### config.mk
export PLATFORM = sky130hd
export DESIGN_NAME = iob_axis2axi_wr
export DESIGN_NICKNAME = d
export VERILOG_FILES = /design/src/rtl/iob_axis2axi_wr_pkg.sv /design/src/rtl/iob_axis2axi_wr_buf.sv /design/src/rtl/iob_axis2axi_wr.sv
export SDC_FILE = /design/constraint.sdc
export NUM_CORES = 1
export LEC_CHECK = 0
export BUFFER_PORTS_ARGS = -buffer_cell sky130_fd_sc_hd__buf_2
export CORE_MARGIN = 2
export CORE_UTILIZATION = 50
export DETAILED_ROUTE_END_ITERATION = 10
export PLACE_DENSITY = 0.67
export RECOVER_POWER = 100
export SLEW_MARGIN = 20
export SYNTH_ARGS = -nofsm -noshare
export SYNTH_HDL_FRONTEND = slang
export SYNTH_SLANG_ARGS = --single-unit
### constraint.sdc
create_clock -name clk_i -period 10.03 [get_ports clk_i]
set_clock_uncertainty 0.2 [all_clocks]
set_input_delay 0.5015 -clock clk_i [delete_from_list [all_inputs] [get_ports clk_i]]
set_output_delay 0.5015 -clock clk_i [all_outputs]
set_load 0.03 [all_outputs]
### src/rtl/iob_axis2axi_wr_pkg.sv
// Shared definitions for the AXI-Stream to AXI4 write bridge: FSM encoding,
// fixed AXI attribute values and the 4 KiB boundary constant.
package iob_axis2axi_wr_pkg;

  typedef enum logic [2:0] {
    ST_IDLE = 3'd0,
    ST_CALC = 3'd1,
    ST_FILL = 3'd2,
    ST_ADDR = 3'd3,
    ST_DATA = 3'd4,
    ST_RESP = 3'd5
  } state_e;

  // Fixed AW attributes: 4-byte beats, incrementing bursts, modifiable cache,
  // non-secure unprivileged data access.
  localparam logic [2:0] AXI_SIZE_4B    = 3'd2;
  localparam logic [1:0] AXI_BURST_INCR = 2'd1;
  localparam logic [3:0] AXI_CACHE_MOD  = 4'd2;
  localparam logic [2:0] AXI_PROT_NS    = 3'd2;

  // AXI bursts may not cross this byte boundary.
  localparam logic [12:0] BOUNDARY_4K = 13'h1000;

endpackage

### src/rtl/iob_axis2axi_wr_buf.sv
// First-word-fall-through synchronous FIFO of 2**ADDR_W words with a level
// output. The head word is visible on data_o whenever empty_o is low.
module iob_axis2axi_wr_buf
  import iob_axis2axi_wr_pkg::*;
#(
  parameter int DATA_W = 32,
  parameter int ADDR_W = 5
) (
  input  logic              clk_i,
  input  logic              cke_i,
  input  logic              arst_i,
  input  logic              push_i,
  input  logic [DATA_W-1:0] data_i,
  input  logic              pop_i,
  output logic [DATA_W-1:0] data_o,
  output logic [ADDR_W:0]   level_o,
  output logic              full_o,
  output logic              empty_o
);

  localparam int DEPTH = 2 ** ADDR_W;

  logic [DATA_W-1:0] mem_q [DEPTH];
  logic [ADDR_W-1:0] wr_ptr_q, wr_ptr_d;
  logic [ADDR_W-1:0] rd_ptr_q, rd_ptr_d;
  logic [ADDR_W:0]   level_q, level_d;
  logic              do_push;
  logic              do_pop;

  assign full_o  = (level_q == (ADDR_W + 1)'(DEPTH));
  assign empty_o = (level_q == '0);
  assign do_push = push_i && !full_o;
  assign do_pop  = pop_i && !empty_o;
  assign data_o  = mem_q[rd_ptr_q];
  assign level_o = level_q;

  // Next pointer and level values; a simultaneous push and pop keeps the level.
  always_comb begin
    // NOTE: every comb output gets a default first so no path can infer a latch.
    wr_ptr_d = wr_ptr_q;
    rd_ptr_d = rd_ptr_q;
    level_d  = level_q;
    if (do_push) wr_ptr_d = wr_ptr_q + 1'b1;
    if (do_pop)  rd_ptr_d = rd_ptr_q + 1'b1;
    case ({do_push, do_pop})
      2'b10:   level_d = level_q + 1'b1;
      2'b01:   level_d = level_q - 1'b1;
      default: level_d = level_q;
    endcase
  end

  // Pointer and level registers, cleared by reset and frozen when cke_i is low.
  always_ff @(posedge clk_i or posedge arst_i) begin
    // NOTE: state registers use non-blocking assignments so all flops update together.
    if (arst_i) begin
      wr_ptr_q <= '0;
      rd_ptr_q <= '0;
      level_q  <= '0;
    end else if (cke_i) begin
      wr_ptr_q <= wr_ptr_d;
      rd_ptr_q <= rd_ptr_d;
      level_q  <= level_d;
    end
  end

  // Word storage write port.
  always_ff @(posedge clk_i) begin
    // NOTE: the storage array has no reset; the pointers alone define valid contents.
    if (cke_i && do_push) mem_q[wr_ptr_q] <= data_i;
  end

endmodule

### src/rtl/iob_axis2axi_wr.sv
// AXI-Stream to AXI4 write bridge. A (start address, word count) command is
// split into INCR bursts of at most 2**BURST_W beats that never cross a 4 KiB
// boundary; stream words are buffered so W-channel stalls do not stall the
// producer. One burst is outstanding at a time and AW always precedes W.
// Optional: define IOB_AXIS2AXI_WR_BRESP_CHECK_EN to add a sticky error_o
// flag raised by a non-OKAY write response or a non-zero BID.
module iob_axis2axi_wr
  import iob_axis2axi_wr_pkg::*;
#(
  parameter int AXI_ADDR_W = 32,
  parameter int AXI_DATA_W = 32,
  parameter int AXI_LEN_W  = 8,
  parameter int AXI_ID_W   = 1,
  parameter int BURST_W    = 4
) (
  input  logic                    clk_i,
  input  logic                    cke_i,
  input  logic                    arst_i,
  // Command
  input  logic [AXI_ADDR_W-1:0]   config_in_addr_i,
  input  logic [AXI_ADDR_W-1:0]   config_in_length_i,
  input  logic                    config_in_valid_i,
  output logic                    config_in_ready_o,
  // Stream input
  input  logic [AXI_DATA_W-1:0]   axis_in_data_i,
  input  logic                    axis_in_valid_i,
  output logic                    axis_in_ready_o,
`ifdef IOB_AXIS2AXI_WR_BRESP_CHECK_EN
  output logic                    error_o,
`endif
  // AXI write address
  output logic [AXI_ID_W-1:0]     axi_awid_o,
  output logic [AXI_ADDR_W-1:0]   axi_awaddr_o,
  output logic [AXI_LEN_W-1:0]    axi_awlen_o,
  output logic [2:0]              axi_awsize_o,
  output logic [1:0]              axi_awburst_o,
  output logic [1:0]              axi_awlock_o,
  output logic [3:0]              axi_awcache_o,
  output logic [2:0]              axi_awprot_o,
  output logic [3:0]              axi_awqos_o,
  output logic                    axi_awvalid_o,
  input  logic                    axi_awready_i,
  // AXI write data
  output logic [AXI_DATA_W-1:0]   axi_wdata_o,
  output logic [AXI_DATA_W/8-1:0] axi_wstrb_o,
  output logic                    axi_wlast_o,
  output logic                    axi_wvalid_o,
  input  logic                    axi_wready_i,
  // AXI write response
  input  logic [AXI_ID_W-1:0]     axi_bid_i,
  input  logic [1:0]              axi_bresp_i,
  input  logic                    axi_bvalid_i,
  output logic                    axi_bready_o
);

  localparam int BURST_SIZE = 2 ** BURST_W;
  localparam int BCNT_W     = BURST_W + 1;
  localparam int CMP_W      = (AXI_ADDR_W > 12) ? AXI_ADDR_W : 12;

  state_e                state_q, state_d;
  logic [AXI_ADDR_W-1:0] addr_q, addr_d;
  logic [AXI_ADDR_W-1:0] remaining_q, remaining_d;
  logic [AXI_ADDR_W-1:0] accept_cnt_q, accept_cnt_d;
  logic [BCNT_W-1:0]     burst_q, burst_d;
  logic [BCNT_W-1:0]     beat_q, beat_d;
  logic [AXI_LEN_W-1:0]  awlen_q, awlen_d;

  logic [11:0]           words_to_4k;
  logic [CMP_W-1:0]      burst_min;
  logic [BCNT_W-1:0]     burst_calc;

  logic                  cfg_fire;
  logic                  axis_push;
  logic                  w_pop;
  logic                  last_beat;
  logic                  fifo_full;
  logic                  fifo_empty;
  logic [BURST_W+1:0]    fifo_level;
  logic [AXI_DATA_W-1:0] fifo_head;

  assign cfg_fire  = config_in_valid_i && config_in_ready_o;
  assign axis_push = axis_in_valid_i && axis_in_ready_o;
  assign w_pop     = axi_wvalid_o && axi_wready_i;
  assign last_beat = (beat_q == burst_q - BCNT_W'(1));

  // Stream acceptance is independent of the FSM: it only needs words still
  // owed by the current command and room in the buffer.
  assign axis_in_ready_o = (accept_cnt_q != '0) && !fifo_full;

  iob_axis2axi_wr_buf #(
    .DATA_W (AXI_DATA_W),
    .ADDR_W (BURST_W + 1)
  ) u_buf (
    .clk_i   (clk_i),
    .cke_i   (cke_i),
    .arst_i  (arst_i),
    .push_i  (axis_push),
    .data_i  (axis_in_data_i),
    .pop_i   (w_pop),
    .data_o  (fifo_head),
    .level_o (fifo_level),
    .full_o  (fifo_full),
    .empty_o (fifo_empty)
  );

  // Words left before the next 4 KiB boundary; only meaningful when the
  // address space is large enough to contain such a boundary.
  if (AXI_ADDR_W >= 13) begin : g_split_4k
    assign words_to_4k = {1'b0, BOUNDARY_4K[12:2] - {1'b0, addr_q[11:2]}};
  end else begin : g_no_split_4k
    assign words_to_4k = '1;
  end

  // Size of the next burst: smallest of words left, max burst and 4 KiB room.
  always_comb begin
    burst_min = CMP_W'(remaining_q);
    if (CMP_W'(BURST_SIZE) < burst_min)  burst_min = CMP_W'(BURST_SIZE);
    if (CMP_W'(words_to_4k) < burst_min) burst_min = CMP_W'(words_to_4k);
    burst_calc = BCNT_W'(burst_min);
  end

  // FSM state register.
  always_ff @(posedge clk_i or posedge arst_i) begin
    if (arst_i)     state_q <= ST_IDLE;
    else if (cke_i) state_q <= state_d;
  end

  // FSM next-state logic.
  always_comb begin
    state_d = state_q;
    unique case (state_q)
      ST_IDLE: if (cfg_fire && (config_in_length_i != '0)) state_d = ST_CALC;
      ST_CALC: state_d = ST_FILL;
      ST_FILL: if (fifo_level >= {1'b0, burst_q}) state_d = ST_ADDR;
      ST_ADDR: if (axi_awready_i) state_d = ST_DATA;
      ST_DATA: if (w_pop && last_beat) state_d = ST_RESP;
      ST_RESP: if (axi_bvalid_i) state_d = (remaining_q != '0) ? ST_CALC : ST_IDLE;
      default: state_d = ST_IDLE;
    endcase
  end

  // FSM outputs: handshake signals decoded from the current state.
  always_comb begin
    config_in_ready_o = 1'b0;
    axi_awvalid_o     = 1'b0;
    axi_wvalid_o      = 1'b0;
    axi_bready_o      = 1'b0;
    unique case (state_q)
      ST_IDLE: config_in_ready_o = 1'b1;
      ST_ADDR: axi_awvalid_o     = 1'b1;
      ST_DATA: axi_wvalid_o      = !fifo_empty;
      ST_RESP: axi_bready_o      = 1'b1;
      default: ;
    endcase
  end

  // Datapath next values: command latch, burst sizing, beat counting and
  // address advance after each completed burst.
  always_comb begin
    addr_d       = addr_q;
    remaining_d  = remaining_q;
    accept_cnt_d = accept_cnt_q;
    burst_d      = burst_q;
    beat_d       = beat_q;
    awlen_d      = awlen_q;

    if (cfg_fire) begin
      addr_d       = config_in_addr_i & ~AXI_ADDR_W'(3);
      remaining_d  = config_in_length_i;
      accept_cnt_d = config_in_length_i;
    end else if (axis_push) begin
      accept_cnt_d = accept_cnt_q - AXI_ADDR_W'(1);
    end

    if (state_q == ST_CALC) begin
      burst_d     = burst_calc;
      awlen_d     = AXI_LEN_W'(burst_calc - BCNT_W'(1));
      remaining_d = remaining_q - AXI_ADDR_W'(burst_calc);
      beat_d      = '0;
    end

    if (w_pop) begin
      if (last_beat) begin
        beat_d = '0;
        addr_d = addr_q + (AXI_ADDR_W'(burst_q) << 2);
      end else begin
        beat_d = beat_q + BCNT_W'(1);
      end
    end
  end

  // Datapath registers.
  always_ff @(posedge clk_i or posedge arst_i) begin
    if (arst_i) begin
      addr_q       <= '0;
      remaining_q  <= '0;
      accept_cnt_q <= '0;
      burst_q      <= '0;
      beat_q       <= '0;
      awlen_q      <= '0;
    end else if (cke_i) begin
      addr_q       <= addr_d;
      remaining_q  <= remaining_d;
      accept_cnt_q <= accept_cnt_d;
      burst_q      <= burst_d;
      beat_q       <= beat_d;
      awlen_q      <= awlen_d;
    end
  end

  // AW payload: address and length are registered, the rest is fixed.
  assign axi_awid_o    = '0;
  assign axi_awaddr_o  = addr_q;
  assign axi_awlen_o   = awlen_q;
  assign axi_awsize_o  = AXI_SIZE_4B;
  assign axi_awburst_o = AXI_BURST_INCR;
  assign axi_awlock_o  = '0;
  assign axi_awcache_o = AXI_CACHE_MOD;
  assign axi_awprot_o  = AXI_PROT_NS;
  assign axi_awqos_o   = '0;

  // W payload: buffer head, masked while not valid so idle outputs read 0.
  assign axi_wdata_o = axi_wvalid_o ? fifo_head : '0;
  assign axi_wstrb_o = '1;
  assign axi_wlast_o = axi_wvalid_o && last_beat;

`ifdef IOB_AXIS2AXI_WR_BRESP_CHECK_EN
  logic error_q;

  // Sticky response error, cleared when the next command is accepted.
  always_ff @(posedge clk_i or posedge arst_i) begin
    if (arst_i) begin
      error_q <= 1'b0;
    end else if (cke_i) begin
      if (cfg_fire) begin
        error_q <= 1'b0;
      end else if (axi_bvalid_i && axi_bready_o &&
                   ((axi_bresp_i != 2'b00) || (axi_bid_i != '0))) begin
        error_q <= 1'b1;
      end
    end
  end

  assign error_o = error_q;
`else
  // Response status is not inspected in this build.
  logic unused_bresp;
  assign unused_bresp = ^{axi_bid_i, axi_bresp_i};
`endif

endmodule

==> metrics.md, run 1 <==
| Metric | Value |
|---|---|
| Status | `complete, but fails checks` |
| Failing checks | `capacitance limit, slew limit` |
| Tmin final | `7.72 ns` |
| Wire per inst | `28.3 um` |
| Max Slew Vio Count | `1249` |
| Worst-Skew Late Latency | `0.70 ns` |
| FILL cells | `7150` |
| Core area | `between 90000 and 100000 um2` |
| Die width | `314 um` |
| Clock transition at path regs | `0.06 ns` |
| Layout cells sized above 1 | `0.203` |
| Ports | `208` |
| Arrival time worst endpoint | `7.02 ns` |
| Clock buffer count from CTS | `112` |
| Multiplexer share of the synthesized area | `0.159` |
| Worst path top cell family by delay | `buffers and inverters` |
| Post-synthesis xor/xnor area fraction | `0.00640` |
| Critical Path Source Type | `flip-flop` |
| GRT Total Usage | `0.246` |
| Dominant synthesized flop cell | `edfxtp_1` |
| Crit-path max FO | `44` |
| Initial core utilization | `0.504` |
| Netlist cell types | `82` |
| Crit path top cell by count | `mux4_2` |
| Number of synthesized flops with an enable pin | `1024` |
| Final nets | `3068` |
| Leading cell types in the layout, fill and taps excluded | `edfxtp_1, mux4_2, clkbuf_1, nor2_1, nand2_1` |
| Worst Tran Pin Value | `roughly 3.8 ns` |
| Vias | `26800` |
| Max clock buf depth | `3` |
| Mapped cell area | `47900 um2` |
| Die Ht | `approximately 310 um` |
| Setup violation total in the final timing report | `0` |
| WS Path Type | `flip-flop to output pin` |
| M2 GR Usage | `0.401` |
| Post-synthesis sequential area ratio | `0.710` |
| Worst VDD drop | `0.238 mV` |
| Drt pass-1 iters | `6` |
| Final std cells w/o fill | `between 4000 and 5000` |
| Commonest non-fill, non-tap cell in the layout | `edfxtp_1` |
| Initial drt markers | `3471` |
| Syn Area/Cell | `about 18 um2` |
| Final Core Density | `0.571` |
| WL final | `121000 um` |
| Final worst path period share | `0.770` |
| Cts repair resizes | `0` |
| Die area | `98300 um2` |
| Initial antenna violation count | `1` |
| Grt ovf | `0` |
| GR Util met1 | `0.346` |
| FP Rows | `113` |
| Max frequency | `130 MHz` |
| Critical Path Max Stage Delay | `2.73 ns` |
| CP max-delay cell | `clkbuf_1` |
| Post-synthesis compound-gate area fraction | `0.0451` |
| Ys async rst share | `0.113` |
| TritonCTS clock tree | `yes` |
| Leak | `17.3 nW` |
| Largest family of logic cells by synthesized area | `multiplexers` |
| First-pass GRT wire length | `~180000 um` |
| Yosys warns | `0` |
| IO Port Bufs | `179` |
| HPWL Detailed | `63800 um` |
| Via/cell ratio | `6.26` |
| RSZ-0062 raised after global routing | `no` |
| Area grow syn2layout | `13.2%` |
| Clock sink count | `1155` |
| Slew HR | `-1.52` |
| Final hold vios | `0` |
| Critical path buffer and inverter count | `2` |
| Hold Crit Class | `input port to flip-flop` |
| Placed Instances | `4012` |
| Largest net degree at the start of global routing | `136` |
| Cells along the critical path | `clkbuf_1, mux4_2, mux4_2, mux2i_1, nor2_1, buf_2` |
| Detail Route Antenna Nets | `0` |
| Vias in the first global route | `26600` |
| Mapped Cells | `2651` |
| Worst Path Required | `9.33 ns` |
| DRC | `0` |
| Clk root buf | `clkbuf_16` |
| GRT busiest layer | `met2` |
| H-tree Lvls | `3` |
| GP Congestion | `0.895` |
| Post-synthesis adder-cell area fraction | `0.0116` |
| Post-synthesis simple-gate area fraction | `0.0495` |
| Crit end category | `output pin` |
| Number of synthesized register bits | `1155` |
| Power Density | `around 260 nW/um2` |
| GRT met3 Usage | `0.0389` |
| Setup TNS | `0 ns` |
| Max-Cap Viols | `43` |
[cell usage after synthesis, drive strengths merged, types with 34 or more instances]
| cell | count | share of area |
|---|---|---|
| ha | 39 | 0.010 |
| nand3 | 37 | 0.0040 |
| edfxtp | 1024 | 0.64 |
| nor3 | 39 | 0.0043 |
| inv | 43 | 0.0034 |
| nor2 | 164 | 0.013 |
| mux2i | 38 | 0.0079 |
| o22ai | 34 | 0.0044 |
| nand2 | 131 | 0.010 |
| o21ai | 105 | 0.011 |
| clkbuf | 109 | 0.0085 |
| nor4 | 34 | 0.0053 |
| mux4 | 320 | 0.15 |
| buf | 55 | 0.0065 |
| a21oi | 124 | 0.013 |
| dfrtp | 131 | 0.068 |
[final cells by class]
type	instances	area, um2	area share
Timing Repair Buffer	291	1630	0.0301
Antenna cell	1	2.50	0.0000461
Inverter	44	166	0.00307
Sequential cell	1155	34000	0.628
Tap cell	1265	1580	0.0292
Multi-Input combinational cell	1315	13200	0.243
Clock buffer	140	2980	0.0549
Clock inverter	68	687	0.0127
[layer usage]
layer,part of all wire,wire (um)
met5,0.000099,12
met4,0.030,3660
met3,0.077,9300
met2,0.49,59900
met1,0.40,48300
[path summary, 6_finish.rpt]
kind / start / end / slack [ns] / depth (start not counted)
worst max-delay path: u_buf.rd_ptr_q[0]$_DFFE_PP0P_ / axi_wdata_o[26] / 2.31 / 6
worst max register to register: remaining_q[18]$_DFFE_PP0P_ / remaining_q[28]$_DFFE_PP0P_ / 2.63 / 19
max in group asynchronous: arst_i / axi_awaddr_o[27]$_DFFE_PP0P_ / 4.08 / 4
worst min-delay path: config_in_length_i[17] / remaining_q[17]$_DFFE_PP0P_ / 0.05 / 4
min in group asynchronous: arst_i / beat_q[4]$_DFFE_PP0P_ / 1.06 / 3
worst min register to register: axi_awaddr_o[1]$_DFFE_PP0P_ / axi_awaddr_o[1]$_DFFE_PP0P_ / 0.29 / 1
[tightest hold or removal path, cell delays in order]
cell and delay, ns:
buf_2 0.15, nor2_1 0.11, a41o_1 0.11, nor2_1 0.04
[stage by stage]
step                hold WS, ns  setup WS, ns  power, W  cell area [um2]
finish                   0.0545          2.31    0.0138            54200
detailed placement        0.271          3.66   0.00980            50500
CTS                     0.00610          3.64    0.0140            54700
global placement          0.259          3.80   0.00969            50500
global route             0.0437          1.53    0.0145            54200
floorplan                 0.241          4.80   0.00875            48000
[logic make-up after synthesis]
| kind of cell | after synthesis |
|---|---|
| flops | 1155 |
| simple gates | 491 |
| mux | 359 |
| compound gates | 358 |
| buf+inv | 208 |
| fa+ha+maj | 43 |
| xor+xnor | 35 |
| other cells | 2 |
[what timing repair did]
item / CTS / global route
hold buffers: 58 / 0
endpoints found under the setup margin: 0 / 0
buffers inserted: 0 / 0
hold endpoints to repair: 138 / 0
[power by group]
part	total (W)	internal (W)	switching [W]
sequential	0.00607	0.00561	0.000460
combinational	0.00360	0.00160	0.00200
clock	0.00417	0.00237	0.00180
[flip-flops by register name (all words and copies together), names as in the netlist]
register / cells
axi_awlen_o: 6
state_q: 3
u_buf.level_o: 6
accept_cnt_q: 32
remaining_q: 32
u_buf.mem_q: 1024
axi_awaddr_o: 32
u_buf.wr_ptr_q: 5
burst_q: 5
u_buf.rd_ptr_q: 5
beat_q: 5
Note: power is estimated with default switching activity, not from simulation.
==> run 2: changes to the inputs <==
PLACE_DENSITY = 0.69   (was 0.67)
clock period = 7.1 ns   (was 10.03 ns; I/O delays follow)
==> metrics.md, run 2 (synthesis gave the netlist of run 1 again) <==
| Metric | Value |
|---|---|
| Status | `complete, but fails checks (unchanged)` |
| Failing checks | `capacitance limit, slew limit (unchanged)` |
| Max-Cap Viols | `34 (was 43)` |
| Final nets | `3116 (was 3068)` |
| Cells along the critical path | `inv_1, ha_1, nor4b_1, and4_1, a31oi_1, nand2_1, nor2_1, clkbuf_1, nand2_1, nor2_1, clkbuf_2 (was clkbuf_1, mux4_2, mux4_2, mux2i_1, nor2_1, buf_2)` |
| Slew HR | `-1.24 (was -1.52)` |
| Commonest non-fill, non-tap cell in the layout | `edfxtp_1 (unchanged)` |
| Area grow syn2layout | `14.0% (was 13.2%)` |
| Wire per inst | `27.5 um (was 28.3 um)` |
| Layout cells sized above 1 | `0.208 (was 0.203)` |
| Die Ht | `314 um (unchanged)` |
| DRC | `0 (unchanged)` |
| Clock buffer count from CTS | `109 (was 112)` |
| WL final | `119000 um (was 121000 um)` |
| Final worst path period share | `0.926` |
| Crit end category | `flip-flop (was output pin)` |
| Die area | `98300 um2 (unchanged)` |
| Crit-path max FO | `23 (was 44)` |
| Critical Path Max Stage Delay | `2.54 ns (was 2.73 ns)` |
| Drt pass-1 iters | `6 (unchanged)` |
| Hold Crit Class | `input port to flip-flop (unchanged)` |
| FILL cells | `7040 (was 7150)` |
| Setup violation total in the final timing report | `0 (unchanged)` |
| Detail Route Antenna Nets | `0 (unchanged)` |
| Largest register FFs | `1024 (unchanged)` |
| WS Path Type | `flip-flop to flip-flop (was flip-flop to output pin)` |
| Initial antenna violation count | `1 (unchanged)` |
| Ports | `208 (unchanged)` |
| Initial core utilization | `0.504 (unchanged)` |
| Max frequency | `152 MHz` |
| Worst VDD drop | `0.245 mV (was 0.238 mV)` |
| Core area | `95000 um2 (unchanged)` |
| First-pass GRT wire length | `177000 um (about the same)` |
| Worst Path Required | `7.22 ns (was 9.33 ns)` |
| Max Slew Vio Count | `802 (was 1249)` |
| Worst setup margin | `0.524 ns (was 2.31 ns)` |
| Critical Path Source Type | `flip-flop (unchanged)` |
| Vias in the first global route | `27400 (was 26600)` |
| IO Port Bufs | `179 (unchanged)` |
| H-tree Lvls | `3 (unchanged)` |
| HPWL Detailed | `68300 um (was 63800 um)` |
| GRT Total Usage | `0.242 (was 0.246)` |
| Worst-Skew Late Latency | `0.71 ns (was 0.70 ns)` |
| Setup TNS | `0 ns (unchanged)` |
| TritonCTS clock tree | `yes (unchanged)` |
| Via/cell ratio | `6.24 (was 6.26)` |
| RSZ-0062 raised after global routing | `no (unchanged)` |
| Initial drt markers | `3451 (was 3471)` |
| Setup Slack @ Placement | `0.845 ns (was 3.66 ns)` |
| Clock sink count | `1155 (unchanged)` |
| Tmin final | `6.58 ns` |
| Area occupied by registers | `34000 um2 (about the same)` |
| GP Congestion | `0.906 (was 0.895)` |
| Clock transition at path regs | `0.07 ns (was 0.06 ns)` |
| Max clock buf depth | `3 (unchanged)` |
| Clk root buf | `clkbuf_16 (unchanged)` |
| Largest net degree at the start of global routing | `100 (was 136)` |
| Vias | `27000 (was 26800)` |
| CP max-delay cell | `nor2_1 (was clkbuf_1)` |
| Leading cell types in the layout, fill and taps excluded | `edfxtp_1, mux4_2, nor2_1, clkbuf_1, nand2_1 (was edfxtp_1, mux4_2, clkbuf_1, nor2_1, nand2_1)` |
| Die width | `314 um (unchanged)` |
| Leak | `17.5 nW (was 17.3 nW)` |
| Grt ovf | `0 (unchanged)` |
| Final hold vios | `0 (unchanged)` |
| FP Rows | `113 (unchanged)` |
| Multi-input logic area | `13100 um2 (was 13200 um2)` |
| Power Density | `356 nW/um2 (was 255 nW/um2)` |
| Post-CTS Setup Bufs | `0 (unchanged)` |
| Arrival time worst endpoint | `6.70 ns (was 7.02 ns)` |
| Worst Tran Pin Value | `3.35 ns (was 3.78 ns)` |
| Largest Register | `u_buf.mem_q (unchanged)` |
-- run 2: changes by cell type in the layout (fill, tap and decap cells not counted), sizes merged --
| cell | change |
|---|---|
| clkbuf | -5 |
| clkinv | -2 |
| clkinvlp | +10 |
| dlygate4sd3 | +42 |
| inv | +1 |
-- run 2: final timing paths --
| check | start | end | slack [ns] | depth (start not counted) |
|---|---|---|---|---|
| worst min register to register | axi_awlen_o[0]$_DFFE_PP0P_ | axi_awlen_o[0]$_DFFE_PP0P_ | 0.28 | 2 |
| worst min-delay path | axi_awready_i | state_q[2]$_DFFE_PP0P_ | 0.27 | 5 |
| worst max register to register | accept_cnt_q[0]$_DFFE_PP0P_ | u_buf.mem_q[5][28]$_DFFE_PP_ | 0.52 | 11 |
| max in group asynchronous | arst_i | u_buf.rd_ptr_q[3]$_DFFE_PP0P_ | 2.63 | 4 |
| min in group asynchronous | arst_i | axi_awlen_o[2]$_DFFE_PP0P_ | 0.84 | 3 |
| worst max-delay path | accept_cnt_q[0]$_DFFE_PP0P_ | u_buf.mem_q[5][28]$_DFFE_PP_ | 0.52 | 11 |
-- run 2: metal layers --
layer,track usage,vias to the layer above,part of all wire
li1,-,11300,-
met1,0.326,14100,0.39
met2,0.408,1352,0.51
met3,0.0379,230,0.074
met4,0.0812,2,0.031
met5,0,-,0.00011
-- run 2: final cells by class --
class / instances / area share
Sequential cell: 1155 / 0.623
Multi-Input combinational cell: 1315 / 0.240
Clock buffer: 126 / 0.0519
Timing Repair Buffer: 342 / 0.0396
Tap cell: 1265 / 0.0290
Clock inverter: 77 / 0.0131
Inverter: 44 / 0.00305
Antenna cell: 1 / 0.0000458
-- run 2: metrics by stage --
step                      instance area (um2)  total power [W]  utilization  hold WS [ns]  std cells
after global routing                    54600           0.0203        0.575         0.275       4324
after global placement                  50600           0.0137        0.532         0.256       4019
final                                   54600           0.0195        0.575         0.273       4325
after CTS                               55100           0.0196        0.580        0.0713       4323
after floorplan                         48000           0.0124            -         0.241       2678
after detailed placement                50600           0.0138        0.533         0.260       4020
-- run 2: timing repair --
| action | CTS | global route |
|---|---|---|
| endpoints found under the hold margin | 1176 | 0 |
| gates resized for setup | 0 | 0 |
| hold buffers | 100 | 0 |
-- run 2: critical path, delay by kind of cell (launching register included) --
kind                     cells  cell delay, ns
adder cells (fa/ha/maj)      1            0.20
buffers and inverters        3            1.20
AO/OA/AOI/OAI                1            0.34
flip-flops                   1            0.42
AND/OR/NAND/NOR              6            3.79
-- run 2: power by group --
part | switching (W) | leakage (nW) | internal (W)
combinational | 0.00281 | 5.03 | 0.00229
sequential | 0.000663 | 10.8 | 0.00792
clock | 0.00255 | 1.71 | 0.00323
total | 0.00602 | 17.5 | 0.0134
